<file path="config.mk">
export PLATFORM = sky130hd
export DESIGN_NAME = gcd_binary
export DESIGN_NICKNAME = d
export VERILOG_FILES = /design/src/rtl/gcd_binary.sv
export SDC_FILE = /design/constraint.sdc
export NUM_CORES = 1
export LEC_CHECK = 0
export ABC_CLOCK_PERIOD_IN_PS = 6800
export CORE_UTILIZATION = 46
export DETAILED_ROUTE_END_ITERATION = 10
export PLACE_DENSITY = 0.67
export SLEW_MARGIN = 5
export SYNTH_ARGS = -nofsm -noshare
export SYNTH_HDL_FRONTEND = slang
export SYNTH_SLANG_ARGS = --single-unit
</file>
<file path="constraint.sdc">
create_clock -name clock -period 6.8 [get_ports clock]
set_input_delay 1.02 -clock clock [delete_from_list [all_inputs] [get_ports clock]]
set_output_delay 1.02 -clock clock [all_outputs]
set_load 0.01 [all_outputs]
</file>
<file path="src/rtl/gcd_binary.sv">
// Stein's binary GCD: strip common factors of two, reduce the odd remainders by
// shift/subtract, then restore the common power of two into the result.
module gcd_binary #(
  parameter int unsigned WIDTH = 8,
  parameter int unsigned KW    = $clog2(WIDTH) + 1
) (
  input  logic             clock,
  input  logic             reset,
  input  logic             start,
  input  logic [WIDTH-1:0] A,
  input  logic [WIDTH-1:0] B,
  output logic [WIDTH-1:0] Y,
  output logic             busy,
  output logic             done
);

  typedef enum logic [1:0] {StIdle, StAlign, StReduce, StDone} state_e;

  state_e           state_q, state_d;
  logic [WIDTH-1:0] a_q, a_d;
  logic [WIDTH-1:0] b_q, b_d;
  logic [WIDTH-1:0] y_q, y_d;
  logic [KW-1:0]    k_q, k_d;

  always_ff @(posedge clock or negedge reset) begin
    if (!reset) begin
      state_q <= StIdle;
      a_q     <= '0;
      b_q     <= '0;
      k_q     <= '0;
      y_q     <= '0;
    end else begin
      state_q <= state_d;
      a_q     <= a_d;
      b_q     <= b_d;
      k_q     <= k_d;
      y_q     <= y_d;
    end
  end

  always_comb begin
    state_d = state_q;
    a_d     = a_q;
    b_d     = b_q;
    k_d     = k_q;
    y_d     = y_q;
    unique case (state_q)
      StIdle: begin
        if (start) begin
          a_d = A;
          b_d = B;
          k_d = '0;
          // A zero operand makes the other operand the answer; skip straight to DONE.
          if ((A == '0) || (B == '0)) begin
            y_d     = A | B;
            state_d = StDone;
          end else begin
            state_d = StAlign;
          end
        end
      end
      StAlign: begin
        if (!a_q[0] && !b_q[0]) begin
          a_d = a_q >> 1;
          b_d = b_q >> 1;
          k_d = k_q + KW'(1);
        end else begin
          state_d = StReduce;
        end
      end
      StReduce: begin
        if (a_q == b_q) begin
          y_d     = a_q << k_q;
          state_d = StDone;
        end else if (!a_q[0]) begin
          a_d = a_q >> 1;
        end else if (!b_q[0]) begin
          b_d = b_q >> 1;
        end else if (a_q > b_q) begin
          a_d = a_q - b_q;
        end else begin
          b_d = b_q - a_q;
        end
      end
      StDone: begin
        state_d = StIdle;
      end
      default: begin
        state_d = StIdle;
      end
    endcase
  end

  assign Y    = y_q;
  assign busy = (state_q == StAlign) || (state_q == StReduce);
  assign done = (state_q == StDone);

endmodule

</file>
==> impl_results.md, run 1 <==
* Initial Util at approximately 48%
* #FFs+latches synth at 30
* Min Hold Slack at slightly above 0.5 ns
* CP Capture Type: output pin
* Gate Count Post-Synth at approximately 340
* Count leader, synth: dfrtp_1
* Met3 wire length at roughly 430 µm
* PostCTS Resize Cnt at 0
* Post-DP HPWL at 6040 µm
* Hold Startpoint: Y[6]
* Grt ovf at 0
* GPL Wtd Cong at 0.874
* RSZ-0062 raised after global routing: false
* Mapped Area at slightly below 3000 µm²
* Reg2Reg Setup Slack at 3.89 ns
* Routed WL at 8020 µm
* WL met2 at 3660 µm
* CTS tree: yes
* WS Path Type: reg -> out
* CP required at between 5 and 6 ns
* Post-synth top cells: dfrtp_1 (30), nand2_1 (27), o21ai_0 (25)
* First-pass GRT wire length at around 13,000 µm
* Crit Path Max Fanout at 22
* Clock Tree Buf Depth at 2
* Total number of vias at around 2,700
* CTS sink cnt at 30
* Dpl ws at ~3.8 ns
* Maxcap violations at 0
* Clk pin slew, worst setup/hold paths at around 0.070 ns
* DR vias/cell at about 6.4
* Die ar. at about 6600 µm²
* Total track usage at about a quarter
* Core area at 5990 µm²
* Hold Path Class: reg -> reg
* Met1 WL at 3790 µm
* Worst hold path stage count at 1
* Clock Tree Root: clkbuf_8
* Post-route setup slack at between 3 and 4 ns
* Largest net degree at the start of global routing at 31
* Setup Fix Bufs, Post-CTS at 0
* Final setup vio count at 0
* Synth warnings at 0
* Slew margin rel. at 41.8%
* Outcome: finished clean
* Slew @ Worst Pin at roughly 0.87 ns
* Die Span Y at between 80 and 90 µm
* Asr flop ratio synth at 100%
* Critical R2R Capture: a_q[7]
* Fmax at ~0.31 GHz
* Clk Latency, worst-skew pair at 0.29 ns
* EDFF count, synth at 0
* Num CTS Buffers at 5
* Register area share after synthesis at about a quarter
* Post-route DRC at 0
* Vias in the first global route at around 2,500
* Crit start category: flip-flop
* Cell Rows at 28
* Antenna violations before repair at 0
* Dominant cell type by area after synthesis: dfrtp_1
* Chip width at 81.4 µm
* Mapped Nets at 379
* Yosys cell types at between 60 and 70
* Wire length per cell at ~19 µm
* Synth Area per Inst at roughly 8.6 µm²
* Share of post-route cells with drive strength above 1 at slightly below 9%
* Antenna fix cells at 0
* Number of H-tree levels at 2
* Minimum clock period at between 3 and 4 ns
* Final Max Slew Viols at 0
* Final instance area at between 3000 and 4000 µm²
* Hold path endpoint: Y[6]
* R2R depth at 9
* DR iter-0 viols at 288
* Setup_tns at 0 ns
* Top-area cell type share of the netlist area at around 26%
* # nets final at 398
* Area growth, synth to finish at 12.9%
* Max layer used: met4
* Ys flop type: dfrtp_1
* Ports at 29
* WP data arrival at between 2 and 2.5 ns
* DP Area at around 3200 µm²
* Remaining antenna violation count at 0
* Cts hold-fix bufs at 0
* Top cells by area, synth: dfrtp_1 (26%), ha_1 (9.9%), o21ai_0 (4.3%), nand2_1 (3.5%), a221oi_1 (3.3%)
* Buffers on Ports at 28
* R2r startpoint: a_q[0]
* Tcrit/Tclk final at between 40% and 50%
* TritonRoute pass-1 iters at 5
* Clock Skews at 0.00760 ns
* Final hold violations at 0
[layout make-up]
class                      count  area [µm²]
fill                         556        2720
multi-input combinational    264        1960
sequential                    30         751
timing repair buffer          29         288
tap                           75        93.8
inverter                      24        90.1
clock buffer                   7        86.3
clock inverter                 1        5.00
[flip-flops by register name, summed over array words and instances, names as in the netlist]
name     flops
k_q          4
a_q          8
state_q      2
Y            8
b_q          8
[placed cells by master, fill, tap and decap left out, drive strengths merged, types with 10 or more instances in the layout]
cell type / n
dfrtp: 30
clkdlybuf4s50: 28
nand2: 27
o21ai: 26
inv: 24
nor2: 24
ha: 23
a21oi: 19
a221oi: 11
nand3: 10
o211ai: 10
[stage by stage]
step                      std cells  utilization (%)
after global routing            430             54.6
final                           430             54.6
after floorplan                 335                -
after detailed placement        422             53.1
after global placement          422             53.1
after CTS                       430             54.6
[cell families after synthesis]
logic type      synth area share, %
compound gates                 29.7
simple gates                   17.5
buf+inv                        6.52
flops                          25.9
fa+ha+maj                      11.3
mux                            7.00
xor+xnor                       2.12
[worst max-delay path by stage]
| stage | from | endpoint | slack (ns) | cells past startpoint |
|---|---|---|---|---|
| after global routing | state_q[1] | busy | 3.42 | 3 |
| after global placement | start | a_q[7] | 3.83 | 6 |
| after CTS | state_q[0] | busy | 3.59 | 3 |
| after detailed placement | start | a_q[7] | 3.77 | 6 |
| final | state_q[0] | busy | 3.58 | 3 |
| after floorplan | a_q[0] | a_q[7] | 4.20 | 11 |
[metal layers]
layer / vias to the layer above / global-route usage (%)
li1: 1292 / -
met1: 1337 / 38.1
met2: 94 / 40.0
met3: 11 / 4.61
met4: 0 / 8.39
met5: - / 0
[critical path, cell delays in order (launching register included)]
cell,delay (ns)
dfrtp_1,0.40
inv_1,0.09
ha_1,0.75
clkdlybuf4s50_1,0.66
Power of run 1 is left out: the tool's default activity adds up to more than one toggle a clock period on the data nets, which glitch-free logic cannot reach.
==> inputs of run 2 (changes only) <==
- ABC_CLOCK_PERIOD_IN_PS: 6800 -> 3000
- clock period: 6.8 -> 3 ns (I/O delays scaled with it)
==> run 2 against run 1 <==
Against the previous run: wire length increased by 7.2%; clock-buffer cell count unchanged; critical path depth increased by 6; cell count increased by 1.9%; sequential cell count unchanged; worst hold slack got worse by 0.0063 ns; global-route usage increased by 0.93 points; clock skew increased by 0.0011 ns.
==> impl_results.md, run 2 (synthesized netlist as in run 1, its figures left out) <==
* Antenna violations before repair at 0 (unchanged)
* Hold Startpoint: Y[3]
* Tcrit/Tclk final at 90.0%
* Share of post-route cells with drive strength above 1 at 11.0% (+2.3 points)
* Routed WL at 8590 µm (+7.2%)
* Grt ovf at 0 (unchanged)
* Largest net degree at the start of global routing at 31 (unchanged)
* Buffers on Ports at 28 (unchanged)
* CTS tree: yes
* Area growth, synth to finish at 15.1%
* Crit Path Max Fanout at 7 (-68%)
* Minimum clock period at between 2 and 3 ns
* Crit start category: flip-flop
* Clk pin slew, worst setup/hold paths at 0.06 ns (about the same)
* Maxcap violations at 0 (unchanged)
* Final setup vio count at 0 (unchanged)
* Clock Tree Buf Depth at 2 (unchanged)
* Hold Path Class: reg -> reg
* CP Capture Type: flip-flop
* Setup Fix Bufs, Post-CTS at 0 (unchanged)
* Chip width at 81.4 µm (unchanged)
* Slew @ Worst Pin at 0.839 ns (-0.0345 ns)
* Cell Rows at 28 (unchanged)
* Clk Latency, worst-skew pair at 0.29 ns (about the same)
* Die ar. at 6620 µm² (unchanged)
* Critical R2R Capture: a_q[7]
* # nets final at 406 (+2.0%)
* First-pass GRT wire length at 13,400 µm (+3.9%)
* DR iter-0 viols at 304 (+5.6%)
* Setup_tns at 0 ns (unchanged)
* Vias in the first global route at 2,537 (+2.1%)
* Critical path's largest stage delay at 0.42 ns (-0.33 ns)
* CTS sink cnt at 30 (unchanged)
* Total number of vias at 2,821 (+3.2%)
* Num CTS Buffers at 5 (unchanged)
* Final Max Slew Viols at 0 (unchanged)
* Most frequent cells in the layout: dfrtp_1 (30), clkdlybuf4s50_1 (28), nand2_1 (27)
* Reg2Reg Setup Slack at 0.30 ns (-3.59 ns)
* DR vias/cell at 6.44 (+1.3%)
* Fmax at 0.370 GHz
* WP data arrival at 2.87 ns (+0.67 ns)
* Clock Skews at 0.00875 ns (+0.00115 ns)
* Number of H-tree levels at 2 (unchanged)
* Post-DP HPWL at 6380 µm (+5.6%)
* Most common cell after layout, fill and taps aside: dfrtp_1
* RSZ-0062 raised after global routing: false
* CP Cell Sequence: inv_1, ha_1, inv_1, fa_1, a211oi_2, o211ai_4, a21oi_2, or2_4, mux2_4
* Remaining antenna violation count at 0 (unchanged)
* Slew margin rel. at 43.7% (+1.9 points)
* Clock Tree Root: clkbuf_8
* Wire length per cell at 19.6 µm (+5.3%)
* Crit path to: a_q[7]
* Antenna fix cells at 0 (unchanged)
* TritonRoute pass-1 iters at 5 (unchanged)
* Final hold violations at 0 (unchanged)
* R2r startpoint: a_q[0]
* Start point of the critical path: a_q[0]
* R2R depth at 9 (unchanged)
* Outcome: finished clean
* Slowest CP cell: fa_1
* Most used cell, CP: inv_1
* CP required at 3.17 ns (-2.61 ns)
* Core area at 5990 µm² (unchanged)
* Post-route DRC at 0 (unchanged)
* Die Span Y at 81.4 µm (unchanged)
* Total track usage at 27.4% (+0.93 points)
* Core Util, Final at 55.6% (+1.0 points)
* WS Path Type: reg -> reg
* Initial Util at 48.4% (unchanged)
* GPL Wtd Cong at 0.894 (+2.2%)
* Ports at 29 (unchanged)
## run 2: cell count changes in the layout (fill, tap and decap cells not counted)
cell	delta
or2_4	+1
or2_1	-1
buf_4	+8
## run 2: worst min-delay path by stage
stage	endpoint	slack, ns	cells after the start
after floorplan	Y[0]	0.15	0
after global placement	Y[3]	0.49	1
after detailed placement	Y[3]	0.49	1
after CTS	Y[3]	0.51	1
after global routing	Y[5]	0.53	1
final	Y[3]	0.51	1
## run 2: final cells by class
class	instances	area (µm²)
multi-input combinational	264	1960
clock buffer	7	86.3
sequential	30	751
fill	568	2660
inverter	24	90.1
tap	75	93.8
clock inverter	1	5.00
timing repair buffer	37	348
## run 2: routing by layer
metal | global-route usage (%) | wire [µm]
met1 | 40.8 | 3970
met2 | 42.3 | 3930
met3 | 3.37 | 580
met4 | 5.00 | 119
met5 | 0 | 0
## run 2: critical path, delay by kind of cell, from the launching register on
| kind | cells | cell delay [ns] |
|---|---|---|
| buffers and inverters | 2 | 0.21 |
| and+or+nand+nor | 1 | 0.24 |
| AOI/OAI and AO/OA | 3 | 0.84 |
| DFF | 1 | 0.38 |
| adders and majority gates | 2 | 0.62 |
| muxes | 1 | 0.30 |
## run 2: metrics by stage
| stage | cells | hold WS [ns] | area, µm² | setup WS [ns] |
|---|---|---|---|---|
| floorplan | 335 | 0.154 | 2900 | 0.400 |
| finish | 438 | 0.510 | 3330 | 0.300 |
| global placement | 430 | 0.490 | 3240 | 0.241 |
| global route | 438 | 0.527 | 3330 | 0.107 |
| CTS | 438 | 0.509 | 3330 | 0.197 |
| detailed placement | 430 | 0.495 | 3240 | 0.229 |
## run 2: repair_timing
item                                    4_1_cts  5_1_grt
resized for setup                             0        1
hold buffers                                  0        0
endpoints found under the setup margin        0        1
Power of run 2 is left out for the same reason.
==> inputs of run 3 (changes only) <==
- ABC_CLOCK_PERIOD_IN_PS: 3000 -> default
==> results of run 3 <==
Same layout as run 2: the final DEF is identical, and so are final timing and power.
Power of run 3 is left out for the same reason.
